<file path="config.mk">
export PLATFORM = sky130hd
export DESIGN_NAME = uart_rx_deframer_flat
export DESIGN_NICKNAME = d
export VERILOG_FILES = /design/src/rtl/uart_pkg.sv /design/src/rtl/uart_rx_deframer_if.sv /design/src/rtl/uart_baud_tick.sv /design/src/rtl/uart_rx_deframer.sv /design/src/flat_wrapper.sv
export SDC_FILE = /design/constraint.sdc
export NUM_CORES = 1
export LEC_CHECK = 0
export ABC_CLOCK_PERIOD_IN_PS = 5550
export BUFFER_PORTS_ARGS = -buffer_cell sky130_fd_sc_hd__buf_2
export CAP_MARGIN = 5
export CORE_MARGIN = 2
export CORE_UTILIZATION = 50
export CTS_CLUSTER_DIAMETER = 200
export CTS_CLUSTER_SIZE = 14
export DETAILED_ROUTE_END_ITERATION = 16
export HOLD_SLACK_MARGIN = 0.06
export PLACE_DENSITY_LB_ADDON = 0.1
export SYNTH_ARGS = -nofsm -noshare
export SYNTH_HDL_FRONTEND = slang
export SYNTH_HIERARCHICAL = 1
export SYNTH_SLANG_ARGS = --single-unit
</file>
<file path="constraint.sdc">
create_clock -name clk -period 5.55 [get_ports clk]
set_input_delay 0.555 -clock clk [delete_from_list [all_inputs] [get_ports clk]]
set_output_delay 0.555 -clock clk [all_outputs]
set_load 0.01 [all_outputs]
</file>
<file path="src/rtl/uart_pkg.sv">
// rtl/uart_pkg.sv - shared UART types, constants and divider helper
package uart_pkg;

  typedef enum logic [2:0] {
    IDLE,
    START,
    DATA,
    STOP,
    BREAK
  } rx_state_t;

  localparam int DATA_BITS = 8;

  // Opcodes consumed by the downstream memory-access command engine.
  localparam logic [7:0] CMD_OP_READ  = 8'h0F;
  localparam logic [7:0] CMD_OP_WRITE = 8'hFF;

  function automatic int calc_div(input int clk_freq, input int baud, input int oversample);
    return clk_freq / (baud * oversample);
  endfunction

endpackage

</file>
<file path="src/rtl/uart_rx_deframer_if.sv">
// rtl/uart_rx_deframer_if.sv - serial input and received-byte outputs of the deframer
interface uart_rx_deframer_if;

  logic       rx;
  logic [7:0] RX_data;
  logic       byte_done;
  logic       frame_err;
  logic       busy;

  modport master (
    input  rx,
    output RX_data,
    output byte_done,
    output frame_err,
    output busy
  );

  modport slave (
    output rx,
    input  RX_data,
    input  byte_done,
    input  frame_err,
    input  busy
  );

endinterface

</file>
<file path="src/rtl/uart_baud_tick.sv">
// rtl/uart_baud_tick.sv - oversample tick generator, one tick every DIV clocks
module uart_baud_tick #(
  parameter int DIV = 10
) (
  input  logic clk,
  input  logic rst_n,
  input  logic clear,
  output logic tick
);

  localparam int CW = (DIV > 1) ? $clog2(DIV) : 1;

  logic [CW-1:0] cnt;

  always_ff @(posedge clk) begin
    if (!rst_n) begin
      cnt <= '0;
    end else if (clear || (cnt == CW'(DIV - 1))) begin
      cnt <= '0;
    end else begin
      cnt <= cnt + 1'b1;
    end
  end

  // clear restarts the bit phase, so it must also suppress a coincident tick.
  assign tick = !clear && (cnt == CW'(DIV - 1));

endmodule

</file>
<file path="src/rtl/uart_rx_deframer.sv">
// rtl/uart_rx_deframer.sv - oversampling 8N1 UART receiver with framing-error detection
module uart_rx_deframer
  import uart_pkg::*;
#(
  parameter int CLK_FREQ   = 100000000,
  parameter int BAUD       = 115200,
  parameter int OVERSAMPLE = 16,
  parameter int DIV        = calc_div(CLK_FREQ, BAUD, OVERSAMPLE)
) (
  input  logic               clk,
  input  logic               rst_n,
  uart_rx_deframer_if.master rx_if
);

  localparam int SW = $clog2(OVERSAMPLE);
  localparam logic [SW-1:0] MID_CNT  = SW'(OVERSAMPLE / 2 - 1);
  localparam logic [SW-1:0] LAST_CNT = SW'(OVERSAMPLE - 1);

  rx_state_t            state, state_next;
  logic                 sync1, rxs, rxs_prev;
  logic [SW-1:0]        sample_cnt, sample_cnt_next;
  logic [2:0]           bit_cnt, bit_cnt_next;
  logic [DATA_BITS-1:0] shreg;
  logic [7:0]           rx_data_q;
  logic                 byte_done_q, frame_err_q;
  logic                 tick, tick_clear, shift_en, load_byte, set_err;

  uart_baud_tick #(.DIV(DIV)) u_tick (
    .clk   (clk),
    .rst_n (rst_n),
    .clear (tick_clear),
    .tick  (tick)
  );

  always_ff @(posedge clk) begin
    if (!rst_n) begin
      state <= IDLE;
    end else begin
      state <= state_next;
    end
  end

  always_comb begin
    state_next      = state;
    sample_cnt_next = sample_cnt;
    bit_cnt_next    = bit_cnt;
    tick_clear      = 1'b0;
    shift_en        = 1'b0;
    load_byte       = 1'b0;
    set_err         = 1'b0;
    case (state)
      IDLE: begin
        if (rxs_prev && !rxs) begin
          tick_clear      = 1'b1;
          sample_cnt_next = '0;
          state_next      = START;
        end
      end
      START: begin
        if (tick) begin
          if (sample_cnt == MID_CNT) begin
            if (!rxs) begin
              sample_cnt_next = '0;
              bit_cnt_next    = '0;
              state_next      = DATA;
            end else begin
              state_next = IDLE;
            end
          end else begin
            sample_cnt_next = sample_cnt + 1'b1;
          end
        end
      end
      DATA: begin
        if (tick) begin
          if (sample_cnt == LAST_CNT) begin
            sample_cnt_next = '0;
            shift_en        = 1'b1;
            bit_cnt_next    = bit_cnt + 1'b1;
            if (bit_cnt == 3'(DATA_BITS - 1)) begin
              state_next = STOP;
            end
          end else begin
            sample_cnt_next = sample_cnt + 1'b1;
          end
        end
      end
      STOP: begin
        if (tick) begin
          if (sample_cnt == LAST_CNT) begin
            sample_cnt_next = '0;
            if (rxs) begin
              load_byte  = 1'b1;
              state_next = IDLE;
            end else begin
              set_err    = 1'b1;
              state_next = BREAK;
            end
          end else begin
            sample_cnt_next = sample_cnt + 1'b1;
          end
        end
      end
      BREAK: begin
        // A held-low line must go high before another start edge can be seen.
        if (rxs) begin
          state_next = IDLE;
        end
      end
      default: begin
        state_next = IDLE;
      end
    endcase
  end

  always_ff @(posedge clk) begin
    if (!rst_n) begin
      sync1       <= 1'b1;
      rxs         <= 1'b1;
      rxs_prev    <= 1'b1;
      sample_cnt  <= '0;
      bit_cnt     <= '0;
      shreg       <= '0;
      rx_data_q   <= '0;
      byte_done_q <= 1'b0;
      frame_err_q <= 1'b0;
    end else begin
      sync1       <= rx_if.rx;
      rxs         <= sync1;
      rxs_prev    <= rxs;
      sample_cnt  <= sample_cnt_next;
      bit_cnt     <= bit_cnt_next;
      byte_done_q <= load_byte;
      frame_err_q <= set_err;
      if (shift_en) begin
        shreg <= {rxs, shreg[DATA_BITS-1:1]};
      end
      if (load_byte) begin
        rx_data_q <= shreg;
      end
    end
  end

  assign rx_if.RX_data   = rx_data_q;
  assign rx_if.byte_done = byte_done_q;
  assign rx_if.frame_err = frame_err_q;
  assign rx_if.busy      = (state != IDLE);

endmodule
</file>
<file path="src/flat_wrapper.sv">
// flat-port wrapper written by rule: the top's interface ports become plain ports
module uart_rx_deframer_flat import uart_pkg::*;
#(
  parameter int CLK_FREQ   = 100000000,
  parameter int BAUD       = 115200,
  parameter int OVERSAMPLE = 16,
  parameter int DIV        = calc_div(CLK_FREQ, BAUD, OVERSAMPLE)
)
  (clk, rst_n, rx_if_rx, rx_if_RX_data, rx_if_byte_done, rx_if_frame_err, rx_if_busy);
  uart_rx_deframer_if rx_if_i ();
  input  logic clk;
  input  logic rst_n;
  input wire logic [$bits(rx_if_i.rx)-1:0] rx_if_rx;
  output wire logic [$bits(rx_if_i.RX_data)-1:0] rx_if_RX_data;
  output wire logic [$bits(rx_if_i.byte_done)-1:0] rx_if_byte_done;
  output wire logic [$bits(rx_if_i.frame_err)-1:0] rx_if_frame_err;
  output wire logic [$bits(rx_if_i.busy)-1:0] rx_if_busy;
  assign rx_if_i.rx = rx_if_rx;
  assign rx_if_RX_data = rx_if_i.RX_data;
  assign rx_if_byte_done = rx_if_i.byte_done;
  assign rx_if_frame_err = rx_if_i.frame_err;
  assign rx_if_busy = rx_if_i.busy;
  uart_rx_deframer #(.CLK_FREQ(CLK_FREQ), .BAUD(BAUD), .OVERSAMPLE(OVERSAMPLE), .DIV(DIV)) u_core (.clk(clk), .rst_n(rst_n), .rx_if(rx_if_i));
endmodule
</file>
==> summary.md, run 1 <==
| Metric | Value |
|---|---|
| DRC | `0` |
| Crit share post-route | `roughly 43%` |
| Initial core utilization | `53.1%` |
| Final Hold Fails | `0` |
| WP data arrival | `roughly 2600 ps` |
| RSZ-0062 raised after global routing | `no` |
| Ports | `14` |
| Number of global-route vias before repair | `approximately 1.1k` |
| Avg Inst Size Synth | `9.45 um2` |
| Peak fanout along the critical path | `16` |
| # H-tree levels | `2` |
| Worst reg2reg endpoint | `u_core/shreg[1]` |
| Num rows | `20` |
| Num CTS Buffers | `5` |
| Multi-input gate area | `between 800 and 900 um2` |
| Final setup vio count | `0` |
| Sequential share of the synthesized area | `between 40% and 50%` |
| Crit path time final | `approximately 2400 ps` |
| Type of origin of the critical path | `register` |
| Status | `complete, no violations` |
| Worst-Margin Slew | `680 ps` |
| Setup TNS | `0 ps` |
| Register-to-register setup slack | `between 3000 and 4000 ps` |
| CTS tree | `done` |
| Clock-pin slew on the worst setup and hold paths | `between 100 and 150 ps` |
| Ys flop type | `dfxtp_1` |
| FILL cells | `slightly below 300` |
| Overall Power | `485 uW` |
| Clk_skew | `~10 ps` |
| Die area | `around 3700 um2` |
| Max-Cap Viols | `0` |
| Worst Hold Path Cells | `2` |
| Die width | `approximately 61 um` |
| Area Growth Syn to Fin | `10.5%` |
| GRT overflow | `0` |
| R2R depth | `6` |
| Leak | `approximately 0.0007 uW` |
| Synth Cell Area | `approximately 1600 um2` |
| Vias | `~1.2k` |
| Sequential share of power | `between 50% and 60%` |
| Core area | `between 3000 and 4000 um2` |
| WHS Endpoint | `u_core/sync1` |
| Routed Antenna Nets | `0` |
| Wire per inst | `about 13 um` |
| Internal | `approximately 380 uW` |
| Initial DRT Pass Iterations | `4` |
| Root buffer cell | `clkbuf_4` |
| DR WL met2 | `1320 um` |
| Yosys warns | `6` |
| Initial antenna violation count | `0` |
| P_sw | `a little over 100 uW` |
| Worst Hold Class | `primary input to register` |
| Post-CTS sizing | `0` |
| DRT iter0 DRCs | `41` |
| DP HPWL | `roughly 2000 um` |
| Die height | `approximately 60 um` |
| Skew-Pair Late Insertion Delay | `~330 ps` |
| Hold wc startpoint | `rx_if_rx` |
| Kind of critical path | `register to register` |
| Combinational fraction of design power | `3.7%` |
| Post-Synthesis Cells | `about 170` |
| Final GP Congestion | `about 0.8` |
| EDFF count, synth | `0` |
| R2r startpoint | `u_core/state[0]` |
| Largest net degree at the start of global routing | `between 40 and 50` |
| Share of cells above drive strength 1 | `between 10% and 20%` |
| Metal3 WL | `97 um` |
| M1 WL | `1460 um` |
| VDD IR-drop max | `0.159 mV` |
| Global-route wire length before repair | `between 5000 and 6000 um` |
| # Post-CTS Setup Buffers | `0` |
| Max Clk Rate | `416 MHz` |
| Nets@finish | `194` |
| Post-synth net total | `roughly 180` |
| PwrDens | `268 nW/um2` |
| Clock share of power | `about 40%` |
| FF+latch area | `between 700 and 800 um2` |
| Tot GR Track Use | `between 10% and 20%` |
| Max clock buf depth | `2` |
| Via density | `5.28` |
| Final wirelength | `about 2900 um` |
| Hold_buf cts | `0` |
| Top sig layer | `met4` |
| Post-synth ARST share | `0%` |
| Worst Setup End Kind | `register` |
| Post-synth cell types | `41` |
| Sw frac | `between 20% and 30%` |
| N_diodes | `0` |
| Slew Viols, Final | `0` |
| Worst EP required | `~5800 ps` |
| Relative slew slack | `54.5%` |
| Seq cells post-synth | `37` |
| # port buffers | `13` |
| Clock Sink Count | `37` |
==> kinds of logic after synthesis <==
group	after synthesis	share of synthesized area (%)
buffers and inverters	11	3.22
and+or+nand+nor	77	26.9
xor gates and xnor gates	4	2.14
adders and majority gates	5	3.83
AOI/OAI and AO/OA	26	10.6
muxes	13	8.04
DFF	37	45.3
==> through the flow <==
stage                     hold WS, ps  utilization [%]  instances  area (um2)  worst slack [ps]
after floorplan                   386                -        173        1630              3540
after global placement            390             55.9        223        1720              3340
after detailed placement          400             55.9        223        1720              3140
after CTS                         405             58.7        231        1810              3180
after global routing              406             58.7        231        1810              2910
final                             412             58.7        231        1810              3140
==> sequential cells by signal, summed over array words and instances, names as in the netlist <==
register,cells
u_core/rx_if.frame_err,1
u_core/u_tick/cnt,6
u_core/rxs_prev,1
u_core/shreg,8
u_core/sample_cnt,4
u_core/state,3
u_core/rx_if.byte_done,1
u_core/bit_cnt,3
u_core/sync1,1
u_core/rx_if.RX_data,8
u_core/rxs,1
==> final cells by class <==
class | instances | share of cell area (%)
Inverter | 3 | 0.624
Clock buffer | 7 | 3.05
Multi-Input combinational cell | 125 | 46.6
Sequential cell | 37 | 41.0
Clock inverter | 1 | 1.66
Tap cell | 44 | 3.05
Timing Repair Buffer | 14 | 4.02
==> cell usage after synthesis (2+ instances only) <==
cell / count / area, um2
nand2_1: 21 / 78.8
nor4b_4: 2 / 47.6
nor3b_1: 2 / 15.0
buf_2: 3 / 15.0
clkbuf_1: 4 / 15.0
o21ai_0: 11 / 55.1
ha_1: 5 / 62.6
or3_1: 2 / 12.5
nor3_1: 4 / 20.0
inv_1: 3 / 11.3
nand3_1: 11 / 55.1
nor2b_1: 10 / 62.6
nand2b_1: 7 / 43.8
dfxtp_1: 37 / 741
nor2_1: 8 / 30.0
a21o_1: 2 / 15.0
o22ai_1: 2 / 12.5
or2_2: 2 / 12.5
mux2i_1: 12 / 120
xor2_1: 3 / 26.3
o2111ai_1: 2 / 17.5
==> power by group through the flow <==
stage | Clock [uW] | Combinational (uW) | Sequential, uW
floorplan | 0 | 15.4 | 277
global placement | 0 | 17.8 | 278
detailed placement | 0 | 18.1 | 279
CTS | 199 | 18.2 | 273
global route | 209 | 20.7 | 273
finish | 194 | 18.1 | 273
==> worst max-delay path, stage by stage (launching register included) <==
cell and delay, ps:
dfxtp_1 540, or3_1 190, nor3b_1 60, nor3_1 380, nor2b_1 290, nor4b_4 620
o21ai_0 190
==> layer usage <==
metal / up-vias / global-route usage [%]
met3: 5 / 4.62
met2: 18 / 29.3
met4: 0 / 7.76
li1: 633 / -
met1: 563 / 23.2
met5: - / 0
==> worst max path at each step <==
stage                                from              end  slack, ps  depth (start not counted)
after floorplan           u_core/state[0]  u_core/shreg[6]       3540                          9
after global placement    u_core/state[1]  u_core/shreg[4]       3340                          6
after detailed placement  u_core/state[0]  u_core/shreg[5]       3140                          6
after CTS                 u_core/state[0]  u_core/shreg[5]       3180                          6
after global routing      u_core/state[0]  u_core/shreg[2]       2910                          6
final                     u_core/state[0]  u_core/shreg[1]       3140                          6
==> cells in the final DEF (no fill, tap or decap), drive strengths merged <==
master,n
nor3b,2
o211a,1
buf,14
a21o,2
or4,1
nand3b,1
o211ai,1
mux2i,12
nor3,4
nand3,12
o22ai,2
nand4b,1
o21a,1
nor2b,10
nor2,8
nor4b,3
o2111ai,2
a21oi,1
nand4,1
mux2,1
or2,2
nand2,21
o41ai,1
or3,2
dfxtp,37
nand2b,7
bufinv,1
clkbuf,7
ha,5
a31o,1
inv,3
nor4,1
xnor2,1
and2,1
o21ai,13
a21boi,1
xor2,3
Note: power is estimated with default switching activity, not from simulation.
==> run 2, diff against run 1 <==
--- a/config.mk
+++ b/config.mk
@@ -5,7 +5,8 @@
 export SDC_FILE = /design/constraint.sdc
 export NUM_CORES = 1
 export LEC_CHECK = 0
-export ABC_CLOCK_PERIOD_IN_PS = 5550
+export ABC_AREA = 1
+export ABC_CLOCK_PERIOD_IN_PS = 2020
 export BUFFER_PORTS_ARGS = -buffer_cell sky130_fd_sc_hd__buf_2
 export CAP_MARGIN = 5
 export CORE_MARGIN = 2
==> constraint.sdc (replaced) <==
create_clock -name clk -period 2.02 [get_ports clk]
set_input_delay 0.202 -clock clk [delete_from_list [all_inputs] [get_ports clk]]
set_output_delay 0.202 -clock clk [all_outputs]
set_load 0.01 [all_outputs]
==> run 2 against run 1 <==
Non-clock buffer count rose by 3; global-route usage rose by 0.48 points; critical path depth rose by 4; utilization rose by 1.0 points; clock-buffer cell count did not move; largest power group unchanged; highest routed layer unchanged; largest cell class unchanged; synthesized cell count rose by 38%.
==> summary.md, run 2 <==
| Metric | Value |
|---|---|
| Status | `complete, no violations` |
| Worst reg2reg endpoint | `u_core/sample_cnt[1]` |
| Worst Hold Class | `primary input to register` |
| Clk_skew | `7.10 ps (-3.36 ps)` |
| Yosys warns | `6 (unchanged)` |
| Post-synth top area share | `43.3% (-2.0 points)` |
| Via density | `4.88 (-7.6%)` |
| R2R depth | `10 (+4)` |
| Ports | `14 (unchanged)` |
| Relative slew slack | `71.6% (+17 points)` |
| Crit path buffers/inverters | `2 (+2)` |
| DRT iter0 DRCs | `98 (+140%)` |
| N_diodes | `0 (unchanged)` |
| Area contributors post-synth | `dfxtp_1 43%, nor2_1 14%, nand2_1 7.9%, o21ai_0 5.6%, nand3_1 4.4%` |
| Worst Setup End Kind | `register` |
| Post-Synthesis Cells | `239 (+38%)` |
| Final setup vio count | `0 (unchanged)` |
| Crit share post-route | `91.7% (+48 points)` |
| Root buffer cell | `clkbuf_4` |
| Peak fanout along the critical path | `7 (-9)` |
| Max Clk Rate | `540 MHz (+30%)` |
| Kind of critical path | `register to register` |
| Final wirelength | `3430 um (+18%)` |
| Combinational fraction of design power | `34.3% (+31 points)` |
| DP HPWL | `2320 um (+16%)` |
| Critical path's slowest cell | `dfxtp_1` |
| Post-synth net total | `247 (+36%)` |
| EDFF count, synth | `0 (unchanged)` |
| Post-synth ARST share | `0% (unchanged)` |
| Max clock buf depth | `2 (unchanged)` |
| Num rows | `21 (+5.0%)` |
| Placed cells | `298 (+34%)` |
| Area leader, netlist | `dfxtp_1` |
| Routing usage on met1 | `24.0% (+0.85 points)` |
| Initial DRT Pass Iterations | `4 (unchanged)` |
| Post-synth cell types | `28 (-32%)` |
| Internal | `1330 uW (+250%)` |
| Grt peak-use layer | `met2` |
| Final Hold Fails | `0 (unchanged)` |
| PwrDens | `1080 nW/um2 (+300%)` |
| Sequential share of the synthesized area | `43.3% (-2.0 points)` |
| Most common cell after layout, fill and taps aside | `nor2_1` |
| Crit-path cells | `inv_1, ha_1, nand3_2, nor3_4, inv_2, a21oi_1, nand3_1, nor2_4, and2_1, nor2_1` |
| Initial core utilization | `51.6% (-1.5 points)` |
| CP max stage delay | `360 ps (-260 ps)` |
| Num CTS Buffers | `5 (unchanged)` |
| Hold WS | `280 ps (-131 ps)` |
| Die height | `62.5 um (+2.1%)` |
| Area Growth Syn to Fin | `15.6%` |
| Met3 Use GR | `5.41% (+0.78 points)` |
| R2r startpoint | `u_core/u_tick/cnt[1]` |
| Die width | `62.5 um (+2.1%)` |
| Tot GR Track Use | `18.7% (+0.48 points)` |
| Setup TNS | `0 ps (unchanged)` |
| Crit path time final | `1850 ps (-553 ps)` |
| GRT met2 Usage | `28.6% (-0.70 points)` |
| Final cell count without fillers | `308 (+33%)` |
| Core area | `3310 um2 (+7.6%)` |
| DRC | `0 (unchanged)` |
| Most numerous cell in the Yosys netlist | `nor2_1` |
| FILL cells | `341 (+16%)` |
| P_sw | `795 uW (+690%)` |
| Register-to-register setup slack | `170 ps (-2980 ps)` |
| # port buffers | `13 (unchanged)` |
| Ys flop type | `dfxtp_1` |
| Die area | `3900 um2 (+4.3%)` |
| Clock share of power | `25.4% (-15 points)` |
| Family with the most delay on the worst path | `simple AND/OR/NAND/NOR gates` |
| Vias | `1502 (+23%)` |
| Worst EP required | `2270 ps (-3480 ps)` |
| VDD IR-drop max | `0.523 mV (+230%)` |
| Initial antenna violation count | `0 (unchanged)` |
| WHS Endpoint | `u_core/state[0]` |
| FF+latch area | `741 um2 (unchanged)` |
| Routed Antenna Nets | `0 (unchanged)` |
| Type of origin of the critical path | `register` |
| Most frequent cells in the layout | `63 x nor2_1, 37 x dfxtp_1, 36 x nand2_1, 19 x o21ai_0, 17 x inv_1` |
| Final GP Congestion | `0.908 (+13%)` |
| Hold wc startpoint | `rst_n` |
| Clock Sink Count | `37 (unchanged)` |
| Clock-pin slew on the worst setup and hold paths | `110 ps (about the same)` |
| Nets@finish | `269 (+39%)` |
| Share of cells above drive strength 1 | `19.1% (+3.0 points)` |
| Leak | `0.000906 uW (+32%)` |
| Sw frac | `37.4% (+17 points)` |
| Sequential share of power | `40.3% (-16 points)` |
| Synth Cell Area | `1710 um2 (+4.6%)` |
| Largest net degree at the start of global routing | `28 (-35%)` |
| Skew-Pair Late Insertion Delay | `340 ps (about the same)` |
| # H-tree levels | `2 (unchanged)` |
| Post-synth top cells | `63 x nor2_1, 37 x dfxtp_1, 36 x nand2_1` |
| Seq cells post-synth | `37 (unchanged)` |
| GRT overflow | `0 (unchanged)` |
| WP data arrival | `2110 ps (-490 ps)` |
| CTS tree | `done` |
| Slew Viols, Final | `0 (unchanged)` |
| Avg Inst Size Synth | `7.15 um2 (-24%)` |
| Number of global-route vias before repair | `1372 (+21%)` |
| Global-route wire length before repair | `5810 um (+15%)` |
| Max-Cap Viols | `0 (unchanged)` |
| Worst-Margin Slew | `426 ps (-253 ps)` |
| Wire per inst | `11.1 um (-11%)` |
| Multi-input gate area | `903 um2 (+7.4%)` |
| RSZ-0062 raised after global routing | `no` |
| Worst Hold Path Cells | `3 (+1)` |
run 2: layout make-up:
class / instances / area share, %
multi-input cells: 176 / 45.7
flip-flops and latches: 37 / 37.5
repair buffers: 17 / 4.94
inverters: 24 / 4.62
well taps: 46 / 2.91
clock buffers: 7 / 2.79
clock inverters: 1 / 1.52
run 2: how the worst max path moves through the flow:
stage                                     from              endpoint  slack (ps)  cells after the start
final                     u_core/u_tick/cnt[1]  u_core/sample_cnt[1]         170                     10
after detailed placement  u_core/u_tick/cnt[1]  u_core/sample_cnt[1]          50                     10
after global placement    u_core/u_tick/cnt[1]       u_core/shreg[6]         100                     11
after floorplan                u_core/state[1]  u_core/sample_cnt[1]         220                     10
after CTS                 u_core/u_tick/cnt[1]  u_core/sample_cnt[1]          30                     10
after global routing      u_core/u_tick/cnt[1]       u_core/state[1]          10                     12
run 2: tightest hold or removal path: cells and delay by family:
family	cells	cell delay, ps
and+or+nand+nor	2	150
buffers and inverters	1	240
run 2: what timing repair did:
action	CTS	global route
setup buffers	0	0
endpoints found under the setup margin	0	23
hold buffers	1	0
gates resized for setup	0	7
hold endpoints to repair	1	0
run 2: kinds of logic after synthesis:
kind of cell / synth area share, %
AO/OA/AOI/OAI: 10.1
flip-flops: 43.3
buffers and inverters: 6.15
XOR/XNOR: 2.05
AND/OR/NAND/NOR: 34.7
adder cells (fa/ha/maj): 3.66
run 2: through the flow:
step	instance area (um2)	util (%)	total power [uW]	worst slack [ps]
after detailed placement	1840	55.6	1560	45.6
final	1980	59.7	2120	168
after global routing	1980	59.7	2280	9.75
after global placement	1840	55.6	1570	96.3
after floorplan	1710	-	1410	221
after CTS	1940	58.5	2110	30.2
run 2: power by group through the flow:
stage,Sequential (uW),Combinational [uW],Clock [uW]
global placement,870,696,0
CTS,853,700,557
global route,865,832,584
floorplan,863,544,0
detailed placement,870,694,0
finish,856,730,539
run 2: metal layers:
layer | vias to the layer above | part of all wire, %
met5 | - | 0
met2 | 23 | 45
met3 | 8 | 3.1
li1 | 807 | -
met1 | 664 | 50
met4 | 0 | 2.2
